[src/rtl/counter_pkg.sv]
// Shared mode codes, channel FSM states and wrap-counter width for multi_mode_counter.
// Latency: n/a (definitions only). Backpressure: none.
package counter_pkg;

    localparam logic [1:0] MODE_WRAP    = 2'b00;
    localparam logic [1:0] MODE_SAT     = 2'b01;
    localparam logic [1:0] MODE_ONESHOT = 2'b10;

    typedef enum logic [1:0] {
        ST_IDLE = 2'b00,
        ST_RUN  = 2'b01,
        ST_DONE = 2'b10
    } state_t;

    localparam int WRAPCNT_W = 8;

    // The reserved encoding 2'b11 behaves as WRAP.
    function automatic logic [1:0] decode_mode(input logic [1:0] mode);
        return (mode == 2'b11) ? MODE_WRAP : mode;
    endfunction

endpackage

[src/rtl/multi_mode_counter_if.sv]
// Control/status bundle of multi_mode_counter; wrap_cnt exists only with COUNTER_WRAPCNT_EN.
// Latency: n/a (wiring only). Backpressure: none.
interface multi_mode_counter_if #(
    parameter int WIDTH  = 5,
    parameter int NUM_CH = 4,
    parameter int CH_W   = (NUM_CH > 1) ? $clog2(NUM_CH) : 1
);
    logic [NUM_CH-1:0]       enable;
    logic [NUM_CH-1:0]       up;
    logic [1:0]              mode;
    logic [WIDTH-1:0]        limit;
    logic                    load;
    logic [CH_W-1:0]         load_ch;
    logic [WIDTH-1:0]        load_value;
    logic [NUM_CH*WIDTH-1:0] contador;
    logic [NUM_CH-1:0]       valid;
    logic [NUM_CH-1:0]       tc;
`ifdef COUNTER_WRAPCNT_EN
    logic [NUM_CH*counter_pkg::WRAPCNT_W-1:0] wrap_cnt;
`endif

    modport master (
        output enable, up, mode, limit, load, load_ch, load_value,
`ifdef COUNTER_WRAPCNT_EN
        input  wrap_cnt,
`endif
        input  contador, valid, tc
    );

    modport slave (
        input  enable, up, mode, limit, load, load_ch, load_value,
`ifdef COUNTER_WRAPCNT_EN
        output wrap_cnt,
`endif
        output contador, valid, tc
    );

endinterface

[src/rtl/counter_channel.sv]
// One counter channel: IDLE/RUN/DONE FSM, boundary handling, tc pulse, optional wrap count (COUNTER_WRAPCNT_EN).
// Latency: 1 clk from sampled enable/load to count and tc. Backpressure: none.
module counter_channel
    import counter_pkg::*;
#(
    parameter int WIDTH = 5
) (
    input  logic                 clk,
    input  logic                 rst,
    input  logic                 i_enable,
    input  logic                 i_up,
    input  logic [1:0]           i_mode,
    input  logic [WIDTH-1:0]     i_limit,
    input  logic                 i_load,
    input  logic [WIDTH-1:0]     i_load_value,
`ifdef COUNTER_WRAPCNT_EN
    output logic [WRAPCNT_W-1:0] o_wrap_cnt,
`endif
    output logic [WIDTH-1:0]     o_cnt,
    output logic                 o_valid,
    output logic                 o_tc
);

    state_t           r_state;
    state_t           w_state_nxt;
    logic [WIDTH-1:0] r_cnt;
    logic [WIDTH-1:0] w_cnt_nxt;
    logic             r_valid;
    logic             w_valid_nxt;
    logic             r_tc;
    logic             w_tc_nxt;
    logic [1:0]       w_mode;
    logic             w_at_bnd;
    logic             w_run_like;
    logic [WIDTH-1:0] w_step;

    assign w_mode   = decode_mode(i_mode);
    // >= rather than == so a limit lowered below the count still terminates.
    assign w_at_bnd = i_up ? (r_cnt >= i_limit) : (r_cnt == '0);
    assign w_step   = i_up ? (r_cnt + 1'b1) : (r_cnt - 1'b1);
    // IDLE steps exactly like RUN; DONE only does so once the mode is WRAP.
    assign w_run_like = (r_state != ST_DONE) || (w_mode == MODE_WRAP);

    always_comb begin
        w_state_nxt = r_state;
        w_cnt_nxt   = r_cnt;
        w_valid_nxt = r_valid;
        w_tc_nxt    = 1'b0;
        if (i_load) begin
            w_cnt_nxt   = (i_load_value > i_limit) ? i_limit : i_load_value;
            w_state_nxt = ST_RUN;
            w_valid_nxt = 1'b1;
        end else if (i_enable) begin
            w_valid_nxt = 1'b1;
            if (w_run_like) begin
                w_state_nxt = ST_RUN;
                if (!w_at_bnd) begin
                    w_cnt_nxt = w_step;
                end else begin
                    w_tc_nxt = 1'b1;
                    case (w_mode)
                        MODE_SAT: begin
                            if (i_up) begin
                                w_cnt_nxt = i_limit;
                            end
                            w_state_nxt = ST_DONE;
                        end
                        MODE_ONESHOT: w_state_nxt = ST_DONE;
                        default:      w_cnt_nxt = i_up ? '0 : i_limit;
                    endcase
                end
            end else if ((w_mode == MODE_SAT) && !w_at_bnd) begin
                w_cnt_nxt   = w_step;
                w_state_nxt = ST_RUN;
            end
        end
    end

    always_ff @(posedge clk or negedge rst) begin
        if (!rst) begin
            r_state <= ST_IDLE;
            r_cnt   <= '0;
            r_valid <= 1'b0;
            r_tc    <= 1'b0;
        end else begin
            r_state <= w_state_nxt;
            r_cnt   <= w_cnt_nxt;
            r_valid <= w_valid_nxt;
            r_tc    <= w_tc_nxt;
        end
    end

    assign o_cnt   = r_cnt;
    assign o_valid = r_valid;
    assign o_tc    = r_tc;

`ifdef COUNTER_WRAPCNT_EN
    logic [WRAPCNT_W-1:0] r_wrap_cnt;

    always_ff @(posedge clk or negedge rst) begin
        if (!rst) begin
            r_wrap_cnt <= '0;
        end else if (i_load) begin
            r_wrap_cnt <= '0;
        end else if (w_tc_nxt && (r_wrap_cnt != '1)) begin
            r_wrap_cnt <= r_wrap_cnt + 1'b1;
        end
    end

    assign o_wrap_cnt = r_wrap_cnt;
`endif

endmodule

[src/rtl/multi_mode_counter.sv]
// NUM_CH independent WRAP/SAT/ONESHOT counters with shared limit and per-channel load; COUNTER_WRAPCNT_EN adds wrap_cnt.
// Latency: 1 clk, all outputs registered. Backpressure: none.
module multi_mode_counter
    import counter_pkg::*;
#(
    parameter int WIDTH  = 5,
    parameter int NUM_CH = 4,
    parameter int CH_W   = (NUM_CH > 1) ? $clog2(NUM_CH) : 1
) (
    input  logic                 clk,
    input  logic                 rst,
    multi_mode_counter_if.slave  bus
);

    logic [WIDTH-1:0] w_cnt   [NUM_CH];
    logic             w_valid [NUM_CH];
    logic             w_tc    [NUM_CH];
`ifdef COUNTER_WRAPCNT_EN
    logic [WRAPCNT_W-1:0] w_wrap [NUM_CH];
`endif

    for (genvar i = 0; i < NUM_CH; i++) begin : g_ch
        logic w_load_hit;

        // Exact-match decode: load_ch values >= NUM_CH select no channel.
        assign w_load_hit = bus.load && (bus.load_ch == CH_W'(i));

        counter_channel #(
            .WIDTH(WIDTH)
        ) u_ch (
            .clk          (clk),
            .rst          (rst),
            .i_enable     (bus.enable[i]),
            .i_up         (bus.up[i]),
            .i_mode       (bus.mode),
            .i_limit      (bus.limit),
            .i_load       (w_load_hit),
            .i_load_value (bus.load_value),
`ifdef COUNTER_WRAPCNT_EN
            .o_wrap_cnt   (w_wrap[i]),
`endif
            .o_cnt        (w_cnt[i]),
            .o_valid      (w_valid[i]),
            .o_tc         (w_tc[i])
        );
    end

    always_comb begin
        bus.contador = '0;
        bus.valid    = '0;
        bus.tc       = '0;
        for (int i = 0; i < NUM_CH; i++) begin
            bus.contador[i*WIDTH +: WIDTH] = w_cnt[i];
            bus.valid[i]                   = w_valid[i];
            bus.tc[i]                      = w_tc[i];
        end
    end

`ifdef COUNTER_WRAPCNT_EN
    always_comb begin
        bus.wrap_cnt = '0;
        for (int i = 0; i < NUM_CH; i++) begin
            bus.wrap_cnt[i*WRAPCNT_W +: WRAPCNT_W] = w_wrap[i];
        end
    end
`endif

endmodule
[src/flat_wrapper.sv]
// flat-port wrapper written by rule: the top's interface ports become plain ports
module multi_mode_counter_flat import counter_pkg::*;
#(
    parameter int WIDTH  = 5,
    parameter int NUM_CH = 4,
    parameter int CH_W   = (NUM_CH > 1) ? $clog2(NUM_CH) : 1
)
  (clk, rst, bus_enable, bus_up, bus_mode, bus_limit, bus_load, bus_load_ch, bus_load_value, bus_contador, bus_valid, bus_tc);
  multi_mode_counter_if #(.WIDTH(WIDTH), .NUM_CH(NUM_CH), .CH_W(CH_W)) bus_i ();
  input  logic clk;
  input  logic rst;
  input wire logic [$bits(bus_i.enable)-1:0] bus_enable;
  input wire logic [$bits(bus_i.up)-1:0] bus_up;
  input wire logic [$bits(bus_i.mode)-1:0] bus_mode;
  input wire logic [$bits(bus_i.limit)-1:0] bus_limit;
  input wire logic [$bits(bus_i.load)-1:0] bus_load;
  input wire logic [$bits(bus_i.load_ch)-1:0] bus_load_ch;
  input wire logic [$bits(bus_i.load_value)-1:0] bus_load_value;
  output wire logic [$bits(bus_i.contador)-1:0] bus_contador;
  output wire logic [$bits(bus_i.valid)-1:0] bus_valid;
  output wire logic [$bits(bus_i.tc)-1:0] bus_tc;
  assign bus_i.enable = bus_enable;
  assign bus_i.up = bus_up;
  assign bus_i.mode = bus_mode;
  assign bus_i.limit = bus_limit;
  assign bus_i.load = bus_load;
  assign bus_i.load_ch = bus_load_ch;
  assign bus_i.load_value = bus_load_value;
  assign bus_contador = bus_i.contador;
  assign bus_valid = bus_i.valid;
  assign bus_tc = bus_i.tc;
  multi_mode_counter #(.WIDTH(WIDTH), .NUM_CH(NUM_CH), .CH_W(CH_W)) u_core (.clk(clk), .rst(rst), .bus(bus_i));
endmodule
[config.mk]
export PLATFORM = sky130hd
export DESIGN_NAME = multi_mode_counter_flat
export DESIGN_NICKNAME = d
export VERILOG_FILES = /design/src/rtl/counter_pkg.sv /design/src/rtl/multi_mode_counter_if.sv /design/src/rtl/counter_channel.sv /design/src/rtl/multi_mode_counter.sv /design/src/flat_wrapper.sv
export SDC_FILE = /design/constraint.sdc
export NUM_CORES = 1
export LEC_CHECK = 0
export ABC_AREA = 1
export BUFFER_PORTS_ARGS = -buffer_cell sky130_fd_sc_hd__buf_2
export CORE_ASPECT_RATIO = 1.4
export CORE_MARGIN = 5
export CORE_UTILIZATION = 58
export CTS_CLUSTER_DIAMETER = 50
export CTS_CLUSTER_SIZE = 8
export DETAILED_ROUTE_END_ITERATION = 6
export PLACE_DENSITY = 0.88
export REMOVE_ABC_BUFFERS = 1
export SYNTH_ARGS = -nofsm -noshare
export SYNTH_HDL_FRONTEND = slang
export SYNTH_SLANG_ARGS = --single-unit
[constraint.sdc]
create_clock -name clk -period 2.2 [get_ports clk]
set_input_delay 0.33 -clock clk [delete_from_list [all_inputs] [get_ports clk]]
set_output_delay 0.33 -clock clk [all_outputs]
set_load 0.02 [all_outputs]
==> reports/results.txt, run 1 <==
pin count of the biggest net entering global routing -> 37
fin cells -> 668
startpoint types -> register
Critical R2R Launch -> u_core.g_ch[1].u_ch.o_cnt[0]
failing checks -> design-rule violations
die area -> 0.007843 mm²
Core Rows -> 33
Worst path depth -> 14
vias in the first global route -> 3,759
cell with the most instances after synthesis -> nand2_1
Die W -> 76.29 µm
vias per inst -> 5.856
Top Ports -> 53
slowest CP cell -> dfrtp_1
H-tree depth -> 2
Starting Density -> 60.44%
share of cells above drive strength 1 -> 18.73%
Synth Flop Type -> dfrtp_1
post-DP HPWL -> 7869 µm
Die H -> 102.8 µm
Data required, critical path -> 2.39 ns
DR WL/cell -> 15.11 µm
Critical Path Sink Type -> register
pwr dens -> 1140 mW/mm²
slew margin rel. -> 45.71%
overflow left after global routing -> 0
CP bufs+invs -> 2
cell count after synthesis -> 527
EDFF count, synth -> 0
Setup Skew -> 0.007246 ns
FF-to-FF setup slack -> 0.18 ns
GR Util All Layers -> 26.22%
Netlist Area Pre-Place -> 0.003568 mm²
post-synthesis async set-or-reset flop share -> 100.0%
Tcrit/Tclk final -> 91.97%
crit path launch -> u_core.g_ch[1].u_ch.o_cnt[0]
antenna-violating nets left -> 0
Antenna Cells -> 0
first-pass GRT wire length -> 16,790 µm
Synth top area share -> 25.25%
TritonRoute pass-1 iters -> 7
top cells by area, synth -> dfrtp_1 (25%), nand2_1 (21%), ha_1 (14%), nand3_1 (9.0%), inv_1 (5.3%)
buffers added on ports -> 52
ordered list of cells on the worst path -> inv_1 -> ha_1 -> inv_1 -> nand2_1 -> nand2_1 -> nand2_1 -> nand2_1 -> nand3_1 -> nand2_1 -> nand2_1 -> a21oi_1 -> nand2_1 -> nand2_1 -> nand2_1
DRC viols -> 19
top cells by count, synth -> nand2_1 (197), nand3_1 (64), inv_1 (50)
Max Slew Vio Count -> 0
Root Buffer -> clkbuf_8
Worst-path clk slew -> 0.08 ns
kind of cell adding the most delay to the critical path -> simple AND/OR/NAND/NOR gates
area of all placed cells without fillers -> 0.004126 mm²
R2R depth -> 14
Min Hold Slack -> 0.1208 ns
CP Max Fanout -> 5
final setup fails -> 0
max_cap viols -> 0
Tightest Pin Transition -> 0.8144 ns
crit-path most repeated cell -> nand2_1
Worst EP arrival -> 2.21 ns
dpl cells -> 660
endpoints failing hold -> 0
Fmax -> 494.2 MHz
DRT Wirelength -> 10,100 µm
DRT iter0 DRCs -> 306
synth unique cells -> 27
Worst VDD drop -> 0.6749 mV
clk buf depth -> 2
Post-DP Area -> 0.004003 mm²
crit path capture -> u_core.g_ch[1].u_ch.o_cnt[2]
#FFs+latches synth -> 36
Hold Buf Count CTS -> 0
status -> complete, but fails checks
initial antenna violation count -> 0
Yosys top cell by area -> dfrtp_1
r2r endpoint -> u_core.g_ch[1].u_ch.o_cnt[2]
Ys Warns -> 0
average size of a mapped cell -> 6.771 µm²
Leakage -> 2.353 nW
Final Net Count -> 665
Hold Crit Class -> in2async
via count -> 3,912
CORE AREA -> 0.005904 mm²
CTS tree -> yes
RD Place Congestion -> 0.9412
sequential fraction of the synthesis area -> 25.25%
Clk Latency, worst-skew pair -> 0.30 ns
critical path class -> reg2reg
total setup buffers inserted after CTS -> 0
Layout area overhead -> 15.64%
CTS Sinks -> 36
minimum clock period -> 2.023 ns
Critical Path Max Stage Delay -> 0.43 ns
Num CTS Buffers -> 5
==> worst min path at each step <==
stage	from	to	slack, ns	cells after the start
after CTS	rst	u_core.g_ch[1].u_ch.o_cnt[4]	0.17	1
after global placement	u_core.g_ch[3].u_ch.o_valid	u_core.g_ch[3].u_ch.o_valid	0.45	1
after global routing	rst	u_core.g_ch[1].u_ch.o_cnt[0]	0.20	1
after detailed placement	u_core.g_ch[2].u_ch.o_valid	u_core.g_ch[2].u_ch.o_valid	0.45	1
after floorplan	rst	u_core.g_ch[0].u_ch.o_cnt[0]	0.03	0
final	rst	u_core.g_ch[1].u_ch.o_cnt[4]	0.12	1
==> stage by stage <==
step           TNS (ns)  setup slack, ns  util (%)  total power [mW]
2_1_floorplan         0           0.2096         -             3.178
6_report              0           0.1767     69.89             4.704
5_1_grt         -0.1607         -0.05356     69.89             5.146
3_5_place_dp   -0.03071         -0.02306     67.79             4.056
3_3_place_gp          0         0.003215     67.79             3.956
4_1_cts               0           0.1317     69.61             4.662
==> placed cells by master (no fill, tap or decap), drive strengths merged <==
master and count:
a21oi 24, dfrtp 36, nand3 65, ha 39
nor3 3, xor2 12, bufinv 1, buf 72
o211ai 1, clkbuf 6, clkinv 1, nand3b 2
xnor2 4, nor2 24, nand2 198, inv 59
o21ai 15, fa 4, nand4 24, a21boi 2
or2 6
==> power by group <==
group	internal [mW]	switching (mW)	leakage [nW]	total, mW
Clock	0.337	0.265	0.0552	0.602
Combinational	1.13	1.80	1.87	2.93
Sequential	0.884	0.289	0.430	1.17
Total	2.35	2.36	2.35	4.70
==> area by class of cell <==
type                       instances  area [µm²]
sequential                        36       900.9
clock buffer                       6       72.57
clock inverter                     2       35.03
fill                             509        1778
inverter                          59       221.5
tap                               70       87.58
timing repair buffer              72       410.4
multi-input combinational        423        2399
==> sequential cells by signal, summed over array words and instances, names as in the netlist <==
name                      flops
u_core.g_ch.u_ch.o_tc         4
u_core.g_ch.u_ch.r_state      8
u_core.g_ch.u_ch.o_valid      4
u_core.g_ch.u_ch.o_cnt       20
==> logic make-up (layout without fill, tap and decap cells) <==
logic type / after synthesis / count (layout) / share of synthesized area [%]
XOR/XNOR: 16 / 16 / 3.927
adder cells (fa/ha/maj): 43 / 43 / 15.92
buffers and inverters: 68 / 139 / 7.994
flip-flops: 36 / 36 / 25.25
AO/OA/AOI/OAI: 42 / 42 / 6.627
AND/OR/NAND/NOR: 322 / 322 / 40.29
==> per-layer routing <==
| metal | share of wire, % | up-vias | global-route usage (%) |
|---|---|---|---|
| met4 | 4.4 | 0 | 11.17 |
| met5 | 0 | - | 0 |
| met3 | 9.5 | 50 | 5.332 |
| met1 | 38 | 1786 | 29.85 |
| li1 | - | 1873 | - |
| met2 | 48 | 203 | 47.76 |
==> worst reg2reg max path, cell delays in order (launching register included) <==
cell and delay (ns):
dfrtp_1 0.43, inv_1 0.12, ha_1 0.30, inv_1 0.05, nand2_1 0.04, nand2_1 0.05, nand2_1 0.06, nand2_1 0.06
nand3_1 0.13, nand2_1 0.10, nand2_1 0.07, a21oi_1 0.21, nand2_1 0.16, nand2_1 0.09, nand2_1 0.05
==> repair_timing <==
item / CTS / global route
endpoints found under the hold margin: 0 / 0
setup endpoints to repair: 0 / 15
gates resized for setup: 0 / 4
Power figures use the tool's default switching activity.
==> run 2: changes to the inputs <==
--- a/config.mk
+++ b/config.mk
@@ -10,6 +10,7 @@
 export CORE_ASPECT_RATIO = 1.4
 export CORE_MARGIN = 5
 export CORE_UTILIZATION = 58
+export CTS_BUF_LIST = sky130_fd_sc_hd__clkbuf_8 sky130_fd_sc_hd__clkbuf_16
 export CTS_CLUSTER_DIAMETER = 50
 export CTS_CLUSTER_SIZE = 8
 export DETAILED_ROUTE_END_ITERATION = 6
==> constraint.sdc (replaced) <==
create_clock -name clk -period 2 [get_ports clk]
set_input_delay 0.3 -clock clk [delete_from_list [all_inputs] [get_ports clk]]
set_output_delay 0.3 -clock clk [all_outputs]
set_load 0.02 [all_outputs]
==> reports/results.txt, run 2 (synthesized netlist as in run 1, its figures left out) <==
share of cells above drive strength 1 -> 26.41%
Post-DP Area -> 0.004138 mm²
overflow left after global routing -> 0
Psw -> 2.725 mW
pre-CTS WS -> -0.1621 ns
Setup Skew -> 0.005679 ns
initial antenna violation count -> 0
switch share -> 50.41%
dpl cells -> 678
max reg flops -> 20
CP bufs+invs -> 3
RD Place Congestion -> 1.014
Top Ports -> 53
DRT iter0 DRCs -> 465
post-DP HPWL -> 8067 µm
ordered list of cells on the worst path -> buf_2 -> clkinvlp_4 -> ha_1 -> nand2_1 -> nor2_1 -> nand2_1 -> o211ai_1 -> buf_4 -> nand2_2 -> nand2_1 -> nand3_1 -> nand2_1 -> nand2_1 -> nand2_1
Hold Buf Count CTS -> 0
Worst VDD drop -> 0.7580 mV
max_cap viols -> 0
Critical Path Max Stage Delay -> 0.36 ns
Worst-path clk slew -> 0.07 ns
commonest non-fill, non-tap cell in the layout -> nand2_1
critical path class -> in2reg
minimum clock period -> 1.968 ns
total negative slack -> 0 ns
Root Buffer -> clkbuf_8
failing checks -> design-rule violations
via count -> 4,086
Final Net Count -> 689
Num CTS Buffers -> 5
cell-internal power -> 2.680 mW
slew margin rel. -> 41.58%
buffers added on ports -> 52
Fmax -> 508.0 MHz
Critical Path Sink Type -> register
Tightest Pin Transition -> 0.8763 ns
antenna-violating nets left -> 0
slowest CP cell -> ha_1
Worst path depth -> 14
area of all placed cells without fillers -> 0.004398 mm²
clk buf depth -> 2
Clk Latency, worst-skew pair -> 0.29 ns
TritonRoute pass-1 iters -> 7
pin count of the biggest net entering global routing -> 37
Worst EP arrival -> 2.19 ns
power share of the combinational group -> 68.3%
Critical R2R Launch -> u_core.g_ch[3].u_ch.o_cnt[2]
Hold Crit Class -> in2async
Leakage -> 2.464 nW
kind of cell adding the most delay to the critical path -> simple AND/OR/NAND/NOR gates
Clock power frac -> 9.3%
DR WL/cell -> 15.78 µm
Tcrit/Tclk final -> 98.42%
Max Slew Vio Count -> 0
H-tree depth -> 2
Die H -> 102.8 µm
GR Util All Layers -> 26.21%
endpoints failing hold -> 0
CP Max Fanout -> 6
final core utilization -> 74.49%
Layout area overhead -> 23.25%
fin cells -> 691
first-pass GRT wire length -> 16,870 µm
Flop pwr share -> 22.4%
CORE AREA -> 0.005904 mm²
final setup fails -> 0
most frequent cells in the layout -> nand2_1 (188), nand3_1 (56), buf_2 (52)
startpoint types -> primary input
DRT Wirelength -> 10,910 µm
Antenna Cells -> 0
Die W -> 76.29 µm
vias in the first global route -> 3,736
pwr dens -> 1229 mW/mm²
CTS Sinks -> 36
status -> complete, but fails checks
crit-path most repeated cell -> nand2_1
filler cell count -> 448
Core Rows -> 33
total power -> 5.405 mW
Min Hold Slack -> 0.1269 ns
Starting Density -> 60.44%
r2r endpoint -> u_core.g_ch[3].u_ch.o_cnt[2]
R2R depth -> 14
CTS tree -> yes
worst setup margin -> 0.03157 ns
die area -> 0.007843 mm²
vias per inst -> 5.913
Data required, critical path -> 2.23 ns
DRC viols -> 1
FF-to-FF setup slack -> 0.11 ns
## run 2: cell count changes in the layout (fill, tap and decap cells not counted), sizes merged
cell      previous run  this run
clkbuf               6         5
clkinvlp             0         1
bufinv               1         0
buf                 72        96
## run 2: area by class of cell
type / count / area [µm²] / area share [%]
clock buffer: 5 / 68.82 / 1.565
clock inverter: 2 / 8.758 / 0.1991
inverter: 59 / 225.2 / 5.121
multi-input combinational: 423 / 2512 / 57.13
sequential: 36 / 904.6 / 20.57
tap: 70 / 87.58 / 1.991
timing repair buffer: 96 / 590.6 / 13.43
## run 2: worst max path at each step
stage                                       startpoint                           end  slack [ns]
after global routing                      bus_limit[4]  u_core.g_ch[0].u_ch.o_cnt[1]       -0.05
after CTS                 u_core.g_ch[2].u_ch.o_cnt[1]  u_core.g_ch[2].u_ch.o_cnt[3]       0.001
after detailed placement                  bus_limit[1]  u_core.g_ch[1].u_ch.o_cnt[2]       -0.16
after global placement                    bus_limit[2]  u_core.g_ch[0].u_ch.o_cnt[4]       -0.11
after floorplan           u_core.g_ch[0].u_ch.o_cnt[0]  u_core.g_ch[0].u_ch.o_cnt[4]        0.01
final                                     bus_limit[4]  u_core.g_ch[0].u_ch.o_cnt[1]        0.03
## run 2: power groups by stage
stage	Combinational [mW]	Clock, mW	Sequential, mW
after floorplan	2.00	0	1.50
after global placement	3.31	0	1.19
after detailed placement	3.45	0	1.20
after CTS	3.48	0.509	1.19
after global routing	4.09	0.533	1.24
final	3.69	0.503	1.21
## run 2: layer usage
| layer | wire length (µm) | part of all wire [%] | global-route usage, % |
|---|---|---|---|
| met5 | 0 | 0 | 0 |
| met4 | 619 | 5.7 | 12.38 |
| met3 | 981 | 9.0 | 3.584 |
| met2 | 5319 | 49 | 47.36 |
| met1 | 3986 | 37 | 30.78 |
## run 2: repair_timing
item / in CTS / in global routing
gates resized for setup: 1 / 38
setup endpoints to repair: 1 / 24
buffers inserted: 0 / 6
pin swaps: 0 / 7
==> run 3: changes to the inputs <==
--- a/config.mk
+++ b/config.mk
@@ -8,13 +8,13 @@
 export ABC_AREA = 1
 export BUFFER_PORTS_ARGS = -buffer_cell sky130_fd_sc_hd__buf_2
 export CORE_ASPECT_RATIO = 1.4
-export CORE_MARGIN = 5
-export CORE_UTILIZATION = 58
+export CORE_MARGIN = 3
+export CORE_UTILIZATION = 55
 export CTS_BUF_LIST = sky130_fd_sc_hd__clkbuf_8 sky130_fd_sc_hd__clkbuf_16
 export CTS_CLUSTER_DIAMETER = 50
 export CTS_CLUSTER_SIZE = 8
 export DETAILED_ROUTE_END_ITERATION = 6
-export PLACE_DENSITY = 0.88
+export PLACE_DENSITY = 0.84
 export REMOVE_ABC_BUFFERS = 1
 export SYNTH_ARGS = -nofsm -noshare
 export SYNTH_HDL_FRONTEND = slang
==> reports/results.txt, run 3 (synthesized netlist as in run 1, its figures left out) <==
status -> finished, final reports clean
Leakage -> 2.480 nW
ordered list of cells on the worst path -> ha_1 -> nand2_1 -> inv_1 -> nand2_1 -> nand2_1 -> nand2_1 -> nand3_2 -> nand2_1 -> nand2_1 -> a21oi_1 -> nand2_2 -> nand2_1 -> nand2_1
antenna-violating nets left -> 0
Worst EP arrival -> 2.10 ns
commonest non-fill, non-tap cell in the layout -> nand2_1
Critical Path Max Stage Delay -> 0.45 ns
power share of the combinational group -> 67.3%
share of cells above drive strength 1 -> 25.64%
pin count of the biggest net entering global routing -> 37
DRC viols -> 0
Antenna Cells -> 0
total power -> 5.447 mW
buffers added on ports -> 52
Top Ports -> 53
Fmax -> 524.4 MHz
first-pass GRT wire length -> 16,820 µm
Hold Crit Class -> in2async
via count -> 4,009
Tcrit/Tclk final -> 95.35%
vias per inst -> 5.760
total negative slack -> 0 ns
Layout area overhead -> 23.00%
Setup Skew -> 0.005303 ns
kind of cell adding the most delay to the critical path -> simple AND/OR/NAND/NOR gates
overflow left after global routing -> 0
CP Max Fanout -> 5
worst setup margin -> 0.09310 ns
Worst VDD drop -> 0.9563 mV
CP bufs+invs -> 1
crit-path most repeated cell -> nand2_1
Clk Latency, worst-skew pair -> 0.30 ns
GR Util All Layers -> 28.60%
Clock power frac -> 10.6%
max_cap viols -> 0
critical path class -> reg2reg
DRT iter0 DRCs -> 279
Psw -> 2.707 mW
clk buf depth -> 2
Flop pwr share -> 22.1%
final core utilization -> 70.19%
CTS Sinks -> 36
DR WL/cell -> 15.36 µm
Max Slew Vio Count -> 0
GR met2 Demand/Resource -> 49.66%
slew margin rel. -> 42.25%
filler cell count -> 505
endpoints failing hold -> 0
most frequent cells in the layout -> nand2_1 (189), nand3_1 (59), buf_2 (52)
minimum clock period -> 1.907 ns
Die H -> 101.3 µm
Core Rows -> 34
H-tree depth -> 2
switch share -> 49.69%
RD Place Congestion -> 1.008
CORE AREA -> 0.006254 mm²
Worst-path clk slew -> 0.08 ns
max reg flops -> 20
pwr dens -> 1241 mW/mm²
Root Buffer -> clkbuf_8
die area -> 0.007504 mm²
slowest CP cell -> dfrtp_2
Final Net Count -> 691
initial antenna violation count -> 0
startpoint types -> register
cell-internal power -> 2.740 mW
TritonRoute pass-1 iters -> 5
Die W -> 74.08 µm
grt met1 use -> 34.06%
post-DP HPWL -> 8130 µm
DRT Wirelength -> 10,690 µm
Starting Density -> 57.06%
vias in the first global route -> 3,718
GR Layer Usage met3 -> 4.270%
Data required, critical path -> 2.19 ns
CTS tree -> yes
Num CTS Buffers -> 5
final setup fails -> 0
grt peak-use layer -> met2
pre-CTS WS -> -0.1727 ns
Critical Path Sink Type -> register
Tightest Pin Transition -> 0.8663 ns
run 3: through the flow:
step / hold WS [ns] / instances / cell area (µm²)
2_1_floorplan: 0.004409 / 518 / 3505
3_3_place_gp: 0.4412 / 681 / 4148
3_5_place_dp: 0.4439 / 681 / 4148
4_1_cts: 0.1262 / 689 / 4240
5_1_grt: 0.1540 / 696 / 4389
6_report: 0.09607 / 696 / 4389
run 3: worst paths after layout:
| kind | startpoint | endpoint | slack [ns] | cells past startpoint |
|---|---|---|---|---|
| worst max register to register | u_core.g_ch[1].u_ch.o_cnt[1] | u_core.g_ch[1].u_ch.o_cnt[1] | 0.09 | 13 |
| min in group clk | bus_enable[1] | u_core.g_ch[1].u_ch.o_tc | 0.22 | 3 |
| worst max-delay path | u_core.g_ch[1].u_ch.o_cnt[1] | u_core.g_ch[1].u_ch.o_cnt[1] | 0.09 | 13 |
| worst min register to register | u_core.g_ch[1].u_ch.o_valid | u_core.g_ch[1].u_ch.o_valid | 0.47 | 1 |
| max in group asynchronous | rst | u_core.g_ch[1].u_ch.o_cnt[1] | 1.29 | 1 |
| worst min-delay path | rst | u_core.g_ch[2].u_ch.r_state[0] | 0.1 | 1 |
run 3: worst register-to-register path: cells and delay by family, from the launching register on:
family          cells  cell delay [ns]
flops               1             0.45
fa+ha+maj           1             0.30
simple gates       10             0.78
compound gates      1             0.24
buf+inv             1             0.03
run 3: power groups by stage:
stage	registers (mW)	logic [mW]	clock network [mW]
floorplan	1.50	2.00	0
global placement	1.20	3.32	0
detailed placement	1.20	3.43	0
CTS	1.19	3.46	0.568
global route	1.24	4.13	0.592
finish	1.21	3.67	0.577
run 3: layer usage:
layer / vias up / wire (µm)
met5: - / 0
met4: 0 / 520
met3: 52 / 766
met2: 197 / 5348
met1: 1832 / 4057
li1: 1928 / -
run 3: final cells by class:
type | count | area [µm²] | area share, %
clock buffers | 6 | 82.58 | 1.881
clock inverters | 2 | 10.01 | 0.2281
inverters | 59 | 221.5 | 5.046
multi-input cells | 423 | 2475 | 56.39
flip-flops and latches | 36 | 904.6 | 20.61
well taps | 72 | 90.09 | 2.052
repair buffers | 98 | 605.6 | 13.80
run 3: timing repair:
item                       CTS  global route
hold buffers                 0             0
setup buffers                0             7
setup endpoints to repair    0            26
resized for setup            0            31
